## config.mk

```make
export PLATFORM = sky130hd
export DESIGN_NAME = operm_kp_gen
export DESIGN_NICKNAME = d
export VERILOG_FILES = /design/src/rtl/operm_pkg.sv /design/src/rtl/operm_kp_lane.sv /design/src/rtl/operm_kp_gen.sv
export SDC_FILE = /design/constraint.sdc
export NUM_CORES = 1
export LEC_CHECK = 0
export CORE_MARGIN = 5
export CORE_UTILIZATION = 53
export DETAILED_ROUTE_END_ITERATION = 7
export GPL_TIMING_DRIVEN = 0
export PLACE_DENSITY = 0.85
export SYNTH_ARGS = -nofsm -noshare
export SYNTH_HDL_FRONTEND = slang
export SYNTH_SLANG_ARGS = --single-unit
```

## constraint.sdc

```tcl
create_clock -name clk -period 7.3 [get_ports clk]
set_input_delay 0.73 -clock clk [delete_from_list [all_inputs] [get_ports clk]]
set_output_delay 0.73 -clock clk [all_outputs]
set_load 0.03 [all_outputs]
```

## src/rtl/operm_pkg.sv

```systemverilog
`default_nettype none
// ============================================================================
//  Module   : operm_pkg
//  Desc     : Shared mode encodings and FSM state type for the key-stream
//             generator of the output permutator.
//  Revision : 1.0 - initial release
// ============================================================================
package operm_pkg;

  // Address-generation modes carried on cfg_mode
  typedef enum logic [1:0] {
    ROTATE = 2'd0,
    BITREV = 2'd1,
    XOR    = 2'd2,
    IDENT  = 2'd3
  } mode_t;

  // Generator control states
  typedef enum logic [0:0] {
    IDLE = 1'b0,
    RUN  = 1'b1
  } state_t;

endpackage
`default_nettype wire

```

## src/rtl/operm_kp_lane.sv

```systemverilog
`default_nettype none
// ============================================================================
//  Module   : operm_kp_lane
//  Desc     : Address computation for one permutator slice. The slice index
//             is a constant parameter, so bit-reverse folds to wiring.
//             Macro OPERM_KP_GEN_XOR_EN enables the xor mode datapath;
//             without it, xor mode falls back to identity.
//  Revision : 1.0 - initial release
// ============================================================================
module operm_kp_lane
  import operm_pkg::*;
#(
  parameter int LOG2SLICES = 5,
  parameter int IDX        = 0
) (
  input  mode_t                 mode,
  input  logic [LOG2SLICES-1:0] rot,
`ifdef OPERM_KP_GEN_XOR_EN
  input  logic [LOG2SLICES-1:0] shift,
`endif
  output logic [LOG2SLICES-1:0] addr
);

  localparam logic [LOG2SLICES-1:0] c_idx = IDX[LOG2SLICES-1:0];

  logic [LOG2SLICES-1:0] w_rev;

  // Bit-reversed slice index (constant after elaboration)
  always_comb begin
    w_rev = '0;
    for (int b = 0; b < LOG2SLICES; b++) begin
      w_rev[b] = c_idx[LOG2SLICES-1-b];
    end
  end

  // Select the slice address for the active mode; sums wrap modulo SLICES
  always_comb begin
    addr = c_idx;
    case (mode)
      ROTATE:  addr = c_idx + rot;
      BITREV:  addr = w_rev;
`ifdef OPERM_KP_GEN_XOR_EN
      XOR:     addr = c_idx ^ shift;
`else
      XOR:     addr = c_idx;
`endif
      default: addr = c_idx;
    endcase
  end

endmodule
`default_nettype wire

```

## src/rtl/operm_kp_gen.sv

```systemverilog
`default_nettype none
// ============================================================================
//  Module   : operm_kp_gen
//  Desc     : Programmable key-word generator for the output permutator.
//             A cfg handshake loads a program; the block then streams
//             cfg_count key words, each packing the sel field above one
//             address per slice. Macro OPERM_KP_GEN_XOR_EN enables xor mode.
//  Revision : 1.0 - initial release
// ============================================================================
module operm_kp_gen
  import operm_pkg::*;
#(
  parameter int SLICES     = 32,
  parameter int LOG2SLICES = 5,
  parameter int SELIN      = 4
) (
  input  logic                               clk,
  input  logic                               reset,
  input  logic                               cfg_valid,
  output logic                               cfg_ready,
  input  logic [1:0]                         cfg_mode,
  input  logic [LOG2SLICES-1:0]              cfg_shift,
  input  logic [LOG2SLICES-1:0]              cfg_step,
  input  logic [15:0]                        cfg_count,
  input  logic [SELIN-1:0]                   cfg_sel,
  input  logic                               abort,
  output logic [SELIN+SLICES*LOG2SLICES-1:0] i_kp_dat,
  output logic                               i_kp_valid,
  input  logic                               i_kp_ready,
  output logic                               done
);

  localparam int c_aw = SLICES * LOG2SLICES;
  localparam int c_dw = SELIN + c_aw;

  state_t                 r_state;
  state_t                 w_state_next;
  mode_t                  r_mode;
  logic [LOG2SLICES-1:0]  r_rot;
  logic [LOG2SLICES-1:0]  r_step;
  logic [15:0]            r_count;
  logic [15:0]            r_k;
  logic [SELIN-1:0]       r_sel;
  logic                   r_valid;
  logic                   r_done;
  logic [c_dw-1:0]        r_dat;

  logic                   w_cfg_ready;
  logic                   w_cfg_fire;
  logic                   w_load;
  logic                   w_beat_fire;
  logic                   w_last;
  mode_t                  w_lane_mode;
  logic [LOG2SLICES-1:0]  w_lane_rot;
  logic [SELIN-1:0]       w_lane_sel;
  logic [c_aw-1:0]        w_addr;
  logic [c_dw-1:0]        w_dat;

`ifdef OPERM_KP_GEN_XOR_EN
  logic [LOG2SLICES-1:0]  r_shift;
  logic [LOG2SLICES-1:0]  w_lane_shift;
`endif

  // Handshake qualifiers; abort blocks a same-cycle cfg handshake
  assign w_cfg_fire  = cfg_valid && w_cfg_ready && !abort;
  assign w_load      = w_cfg_fire && (cfg_count != 16'd0);
  assign w_beat_fire = r_valid && i_kp_ready;
  assign w_last      = (r_k == (r_count - 16'd1));

  // State register
  always_ff @(posedge clk or posedge reset) begin
    if (reset) r_state <= IDLE;
    else       r_state <= w_state_next;
  end

  // Next-state and cfg_ready decode
  always_comb begin
    w_state_next = r_state;
    w_cfg_ready  = 1'b0;
    case (r_state)
      IDLE: begin
        w_cfg_ready = 1'b1;
        if (w_load) w_state_next = RUN;
      end
      RUN: begin
        if (abort)                      w_state_next = IDLE;
        else if (w_beat_fire && w_last) w_state_next = IDLE;
      end
      default: w_state_next = IDLE;
    endcase
  end

  // Lane operands: the incoming program in IDLE, the next beat in RUN
  always_comb begin
    w_lane_mode = r_mode;
    w_lane_rot  = r_rot + r_step;
    w_lane_sel  = r_sel;
`ifdef OPERM_KP_GEN_XOR_EN
    w_lane_shift = r_shift;
`endif
    if (r_state == IDLE) begin
      w_lane_mode = mode_t'(cfg_mode);
      w_lane_rot  = cfg_shift;
      w_lane_sel  = cfg_sel;
`ifdef OPERM_KP_GEN_XOR_EN
      w_lane_shift = cfg_shift;
`endif
    end
  end

  generate
    for (genvar gi = 0; gi < SLICES; gi++) begin : g_lane
      operm_kp_lane #(
        .LOG2SLICES (LOG2SLICES),
        .IDX        (gi)
      ) u_lane (
        .mode  (w_lane_mode),
        .rot   (w_lane_rot),
`ifdef OPERM_KP_GEN_XOR_EN
        .shift (w_lane_shift),
`endif
        .addr  (w_addr[LOG2SLICES*gi +: LOG2SLICES])
      );
    end
  endgenerate

  assign w_dat = {w_lane_sel, w_addr};

  // Program latch, beat counter, rotation accumulator and registered outputs
  always_ff @(posedge clk or posedge reset) begin
    if (reset) begin
      r_mode  <= ROTATE;
      r_rot   <= '0;
      r_step  <= '0;
      r_count <= '0;
      r_k     <= '0;
      r_sel   <= '0;
      r_valid <= 1'b0;
      r_done  <= 1'b0;
      r_dat   <= '0;
`ifdef OPERM_KP_GEN_XOR_EN
      r_shift <= '0;
`endif
    end else begin
      r_done <= 1'b0;
      if (w_cfg_fire) begin
        r_mode  <= mode_t'(cfg_mode);
        r_rot   <= cfg_shift;
        r_step  <= cfg_step;
        r_count <= cfg_count;
        r_sel   <= cfg_sel;
        r_k     <= '0;
`ifdef OPERM_KP_GEN_XOR_EN
        r_shift <= cfg_shift;
`endif
        if (w_load) begin
          r_valid <= 1'b1;
          r_dat   <= w_dat;
        end
      end else if (r_state == RUN) begin
        if (abort) begin
          r_valid <= 1'b0;
        end else if (w_beat_fire) begin
          if (w_last) begin
            r_valid <= 1'b0;
            r_done  <= 1'b1;
          end else begin
            r_k     <= r_k + 16'd1;
            r_rot   <= w_lane_rot;
            r_dat   <= w_dat;
          end
        end
      end
    end
  end

  assign cfg_ready  = w_cfg_ready;
  assign i_kp_dat   = r_dat;
  assign i_kp_valid = r_valid;
  assign done       = r_done;

endmodule
`default_nettype wire

```

Word level (Yosys, flattened, before mapping)
Index checks and enable logic that the tools add are counted.

cells by class
  $add $sub $neg = 34
  equality and inequality tests = 5
  multiplexer cells = 67
  bitwise logic cells = 1
  reduce and logical (&&, ||, !) cells = 15

operator list
  cell                                                                     count
  164-bit two-way mux                                                      6
  5-bit one-hot mux with 2 select lines                                    24
  5-bit adder, first input constant                                        16
  16-bit two-way mux                                                       5
  5-bit two-way mux                                                        14
  4-bit by 5-bit adder with 5-bit output, first input constant             8
  3-bit by 5-bit adder with 5-bit output, first input constant             4
  16-bit by 1-bit adder with 16-bit output, second input constant          1
  16-bit == test                                                           1
  16-bit nonzero test                                                      1
  16-bit by 1-bit subtractor with 16-bit output, second input constant     1
  1-bit two-way mux                                                        15
  2-bit by 5-bit adder with 5-bit output, first input constant             2
  4-bit AND reduction                                                      2
  3-bit nonzero test                                                       2
  1-bit by 5-bit adder with 5-bit output, first input constant             1
  5-bit adder                                                              1
  1-bit logical AND                                                        5
  5-bit AND reduction                                                      1
  4-bit two-way mux                                                        1
  2-bit by 1-bit inequality test with 1-bit output, second input constant  2
  2-bit nonzero test                                                       2
  2-bit by 1-bit == test with 1-bit output, second input constant          1
  2-bit logical NOT                                                        1
  5 further kinds                                                          5

word-level totals
  register bits after elaboration = 215
  input port bits = 37
  output and inout bits = 167
  logic and storage cells = 132

Longest topological paths before layout
  depth in word-level cells = 9
  gate-level depth with buffers = 14
  mapped depth without buffers = 12

By module
From an unflattened synthesis, not the netlist that was laid out.

unflattened totals
  cells, all modules = 1112
  area, all modules = 12498.2 um2

modules (own cells, without submodules)
  module                                  times used  cells each  area an instance (um2)  sequential area each (um2)
  operm_kp_gen                            1           719         9882.0                  5380.2
  operm_kp_lane at g_lane[29].u_lane ...  2           14          92.6                    0.0
  operm_kp_lane at g_lane[18].u_lane ...  2           12          82.6                    0.0
  operm_kp_lane at g_lane[7].u_lane       1           16          126.4                   0.0
  operm_kp_lane at g_lane[11].u_lane      1           17          107.6                   0.0
  operm_kp_lane at g_lane[9].u_lane       1           14          107.6                   0.0
  operm_kp_lane at g_lane[23].u_lane      1           17          103.8                   0.0
  operm_kp_lane at g_lane[21].u_lane      1           14          102.6                   0.0
  operm_kp_lane at g_lane[15].u_lane      1           15          100.1                   0.0
  operm_kp_lane at g_lane[17].u_lane      1           14          96.3                    0.0
  operm_kp_lane at g_lane[19].u_lane      1           15          95.1                    0.0
  operm_kp_lane at g_lane[31].u_lane      1           15          93.8                    0.0
  operm_kp_lane at g_lane[27].u_lane      1           16          91.3                    0.0
  operm_kp_lane at g_lane[6].u_lane       1           14          87.6                    0.0
  +17 rows                                --          --          --                      --

Worst setup path before layout
OpenSTA, ideal clock, no wires.

  path kind = register to register
  start point = register r_rot[0]
  end point = register r_dat[114] (netlist: i_kp_dat[114])
  setup time = 0.125 ns
  data arrival time = 3.011 ns
  required time = 7.175 ns
  path slack = 4.165 ns
  cell stages (with the launch flop) = 13
  buffers on the path = 1
  period minus slack after synthesis = 3.135 ns
  path through = dfrtp_1 -> ha_1 -> fa_1 -> xnor2_1 -> nor2_1 -> a21oi_1 -> inv_1 -> ha_1 -> buf_1 -> a21oi_1 -> xnor2_1 -> o21ai_0 -> mux2_2

between the ends
  longest elaborated chain between the ends = 9
  elaborated cells on any way between the ends = 10
  those cells by class = add/sub (2); mux (8)

ends and longest elaborated chain
  what                                     RTL line             RTL
  start, declared                          operm_kp_gen.sv:39   logic [LOG2SLICES-1:0] r_rot;
  start signal, assigned                   operm_kp_gen.sv:148  r_rot <= cfg_shift;
  start signal, assigned                   operm_kp_gen.sv:169  r_rot <= w_lane_rot;
  5-bit adder *                            operm_kp_gen.sv:96   w_lane_rot = r_rot + r_step;
  5-bit two-way mux *                      operm_kp_gen.sv:101  if (r_state == IDLE) begin
  5-bit adder *                            operm_kp_lane.sv:40  ROTATE: addr = c_idx + rot;
  5-bit one-hot mux with 2 select lines *  operm_kp_lane.sv:39  case (mode)
  164-bit two-way mux                      operm_kp_gen.sv:164  if (w_last) begin
  164-bit two-way mux                      operm_kp_gen.sv:163  end else if (w_beat_fire) begin
  164-bit two-way mux                      operm_kp_gen.sv:161  if (abort) begin
  164-bit two-way mux                      operm_kp_gen.sv:160  end else if (r_state == RUN) begin
  164-bit two-way mux *                    operm_kp_gen.sv:146  if (w_cfg_fire) begin
  end signal, assigned                     operm_kp_gen.sv:158  r_dat <= w_dat;
  end signal, assigned                     operm_kp_gen.sv:170  r_dat <= w_dat;
  end, declared                            operm_kp_gen.sv:46   logic [c_dw-1:0] r_dat;

Every way passes the cells marked *; elsewhere a longest branch is shown, timed or not. The select of a mux whose other input is x is not followed.
A chain may end at the register's enable or synchronous reset.

Final worst setup path
  start point = register r_rot[0]
  end point = register r_dat[58] (netlist: i_kp_dat[58])

between the ends
  longest elaborated chain between the ends = 9
  elaborated cells on any way between the ends = 10
  those cells by class = add/sub (2); mux (8)

ends and longest elaborated chain
  what                                      RTL line
  5-bit adder *                             operm_kp_gen.sv:96
  5-bit two-way mux *                       operm_kp_gen.sv:101
  4-bit by 5-bit adder with 5-bit output *  operm_kp_lane.sv:40
  5-bit one-hot mux with 2 select lines *   operm_kp_lane.sv:39
  164-bit two-way mux                       operm_kp_gen.sv:164
  164-bit two-way mux                       operm_kp_gen.sv:163
  164-bit two-way mux                       operm_kp_gen.sv:161
  164-bit two-way mux                       operm_kp_gen.sv:160
  164-bit two-way mux *                     operm_kp_gen.sv:146

Marked as above.

==> impl_summary.md <==
Synth
Dividing the synthesized area by the synthesized cell count gives 9.74 sq um. For this run, asynchronously set or reset flops after synthesis account for 1.00. The synthesized design spends more area on one cell type than any other, namely dfrtp_1.

The fraction of the yosys area taken by sequential cells is 0.465. The number of synthesized flops with an enable pin is 0. The portion of synthesized cell area occupied by the leading cell type is 0.465. The count of warnings emitted by yosys is 0. The synthesized netlist contains 63 unique library cells. After synthesis, the cell types taking the most area are dfrtp_1 (46%), nand2_1 (6.9%), buf_4 (6.7%). The dominant synthesized flop cell is dfrtp_1. The synthesized design contains 145 register bits. After synthesis the cells add up to 7810 sq um. The net count of the mapped netlist is 858. The cell count after synthesis is 802.

Global routing
The global router's overall resource usage is 0.275. The sum of overflow across all layers after global routing is 0. The global-route wire length before repair is 38400 um. The initial antenna violation count was 0. The largest net degree at the start of global routing is 80.

The via count of the first global-routing pass is 6844.

Power
Of the total power, the share spent switching nets is 0.419. The combinational cell fraction of total power is 0.522. The leakage dissipation is 4.63 nW. Of the total power, the clock network draws 0.186. The maximum ir drop on the vdd rail is 0.220 mV.

For this design the total switching power over the nets is 1.70 mW. The sequential group share of total power is 0.292. The internal portion of total power is 2.36 mW. The power per cell area is 384 nW/um^2. The total power draw is 4.07 mW.

Routing
The pre-antenna-repair detailed-routing pass consisted of 7 iterations. For this run, design rule violations remaining after detail routing come to 0. The count of routing violations after the opening detailed-route iteration is 610. Dividing the detail-routed wire length by the instance count gives 19.4 um.

The number of routed nets with antenna violations is 0. The via count is 6962. The final layout contains routed wiring with a total length of 23700 um. Using the TritonRoute via totals, the vias-per-cell ratio works out to 5.71.

STA
The actual transition at the worst max-transition pin is 0.978 ns. The top achievable clock speed is 258 MHz. The max-slew violation count is 0. On the final layout, the worst hold slack is 0.476 ns. The share of the cycle needed by the critical path after routing is 0.530. The setup-violating endpoint count in the final report is 0. The total negative slack for setup checks is 0 ns. The time the final worst path needs with I/O delays and setup is 3.87 ns.

Clock skew on the completed layout was measured at 0.00820 ns. Setup repair after global routing left no endpoint under its margin. The final hold violation count is 0. Headroom to the max-slew limit came out at 0.348. The worst path meets setup with 3.43 ns of slack.

Critical path
Counting both buffers and inverters, the worst setup path holds a total of 1. The critical path goes through ha_1 > fa_1 > xnor2_1 > nor2_1 > a21oi_1 > inv_1 > ha_1 > a21oi_1 > xnor2_1 > nor2_1 > o21ai_0 > o21a_1. The endpoint arrival time on the critical path is 4.19 ns. The family with the most delay on the worst path is compound AO/OA/AOI/OAI gates.

On the critical path, the stage with the largest delay is an instance of a21oi_1. The worst setup path is launched from a flip-flop. In this design, the stage delay of the slowest critical-path cell is 0.76 ns. For the worst setup path, the data required time is 7.62 ns. The kind of critical path is flip-flop to flip-flop.

The biggest fanout along the worst timing path is 10. STA classifies the critical path endpoint as a flip-flop.

Die
The floorplan step set the die width to 131 um. The initial utilization of the core area, before any placement, comes to 0.539. The floorplan step defined a die boundary enclosing 17300 sq um. The I/O pin count is 204.

In this run the vertical extent of the chip is 131 um. The number of core rows is 44. The floorplan step defined a core boundary enclosing 14500 sq um.

Finish
The signed area change from the synthesized netlist to the final layout is 35.7%. In the layout the commonest cells are clkdlybuf4s50_1 (203), dfrtp_1 (145), nand2_1 (143), buf_4 (70), nor2_1 (39). The number of nets at the end of the flow is 1081. The post-route cell area is 10600 sq um. Of the cells placed in the final design, the portion with a size suffix greater than 1 is 0.139. The number of antenna diodes in the final layout is 0. The library cell used most frequently in the layout, excluding fill and tap cells, is clkdlybuf4s50_1. The filler cell count in the final layout is 1027.

Placed design
The worst-case setup slack after placement is 3.53 ns. At the end of routability-driven placement, the weighted congestion stood at 0.869. The half-perimeter wire length after detailed placement is 17400 um. The number of I/O port buffers is 203. After detailed placement, the total cell area comes to 10100 sq um.

Status
The flow ran to the end, and the final reports show no timing, DRC or antenna violations.

CTS
Counting the buffers created by CTS gives 17. The maximum level of the CTS H-tree is 4. After clock tree synthesis, the clock-pin slew on the worst setup and hold paths is 0.06 ns. After clock tree synthesis, the setup repair step added 0 buffers. The maximum number of buffers from clock root to sink is 2. The tree built by TritonCTS fans out to 145 sinks. The post-cts sizing count is 0.

The root buffer cell is clkbuf_16. Clock latency on the worst-skew pair, taken at its later pin, is 0.44 ns. TritonCTS built the clock tree.

The count of hold buffers inserted by post-cts repair is 0.

Flow run
The number of max-capacitance violations reported is 0.

Worst hold path
The tightest min-delay check is of the flip-flop to flip-flop type.
==> power groups by stage <==
stage,clock [mW],combinational [mW],sequential (mW)
floorplan,0,0.976,1.50
global placement,0,2.09,1.19
detailed placement,0,2.12,1.19
CTS,0.758,2.13,1.19
global route,0.795,2.24,1.22
finish,0.756,2.13,1.19
==> logic make-up (layout without fill, tap and decap cells) <==
kind of cell | count (synthesis) | count (layout) | share of synthesized area
and+or+nand+nor | 247 | 247 | 0.147
AOI/OAI and AO/OA | 177 | 177 | 0.159
DFF | 145 | 145 | 0.465
buffers and inverters | 138 | 371 | 0.106
xor gates and xnor gates | 49 | 49 | 0.0550
muxes | 27 | 27 | 0.0375
adders and majority gates | 19 | 19 | 0.0314
==> worst paths after layout <==
check                                to     start  cells past startpoint  slack (ns)
max                        i_kp_dat[58]  r_rot[0]                     12        3.43
min reg2reg                    r_sel[1]  r_sel[1]                      2        0.48
min                            r_sel[1]  r_sel[1]                      2        0.48
max in group asynchronous  i_kp_dat[78]     reset                      3        5.74
max reg2reg                i_kp_dat[58]  r_rot[0]                     12        3.43
min in group asynchronous  i_kp_dat[69]     reset                      2        0.77
==> sequential cells by signal (all words and copies together), names as in the netlist <==
name and count:
r_sel 4, r_count 16, r_rot 5, r_k 16, r_mode 2, i_kp_dat 94
done 1, r_state 1, r_step 5, i_kp_valid 1
==> final cells by class <==
| type | instances | area (sq um) | area share |
|---|---|---|---|
| clock buffers | 21 | 450 | 0.0425 |
| flip-flops and latches | 145 | 3630 | 0.342 |
| inverters | 13 | 53.8 | 0.00508 |
| well taps | 184 | 230 | 0.0217 |
| multi-input cells | 519 | 3350 | 0.316 |
| repair buffers | 204 | 2060 | 0.194 |
| plain buffers | 125 | 779 | 0.0736 |
| clock inverters | 8 | 42.5 | 0.00401 |
==> per-stage QoR <==
step | std cells | util
3_3_place_gp | 1189 | 0.696
5_1_grt | 1219 | 0.732
6_report | 1219 | 0.732
4_1_cts | 1219 | 0.732
3_5_place_dp | 1190 | 0.698
2_1_floorplan | 802 | -
==> synthesized netlist by cell type, drive strengths merged (4+ instances only) <==
master,count
buf,91
nand4,6
nor4,8
a32oi,8
dfrtp,145
a21o,5
o22a,6
nor2,40
xnor2,31
mux2i,9
xor2,18
o21a,4
a21oi,19
a211oi,4
o2bb2ai,5
nand2,143
nand3,10
nor3,6
a31oi,5
a22oi,10
inv,13
and2,5
o22ai,20
clkbuf,34
o211ai,4
and3,6
a2bb2oi,14
mux2,18
ha,18
o21ai,42
a22o,18
or3,4
or4,5
==> worst register-to-register path: stages (launching register included) <==
cell and delay (ns):
dfrtp_1 0.38, ha_1 0.23, fa_1 0.40, xnor2_1 0.17
nor2_1 0.05, a21oi_1 0.76, inv_1 0.45, ha_1 0.39
a21oi_1 0.18, xnor2_1 0.09, nor2_1 0.21, o21ai_0 0.27
o21a_1 0.19
==> layer usage <==
layer / share of wire / wire, um / GRT usage / up-vias
li1: - / - / - / 3177
met1: 0.42 / 9860 / 0.380 / 3396
met2: 0.47 / 11200 / 0.425 / 342
met3: 0.084 / 1990 / 0.0726 / 47
met4: 0.025 / 593 / 0.0914 / 0
met5: 0 / 0 / 0 / -
No activity file was read; power rests on OpenSTA's default activity.
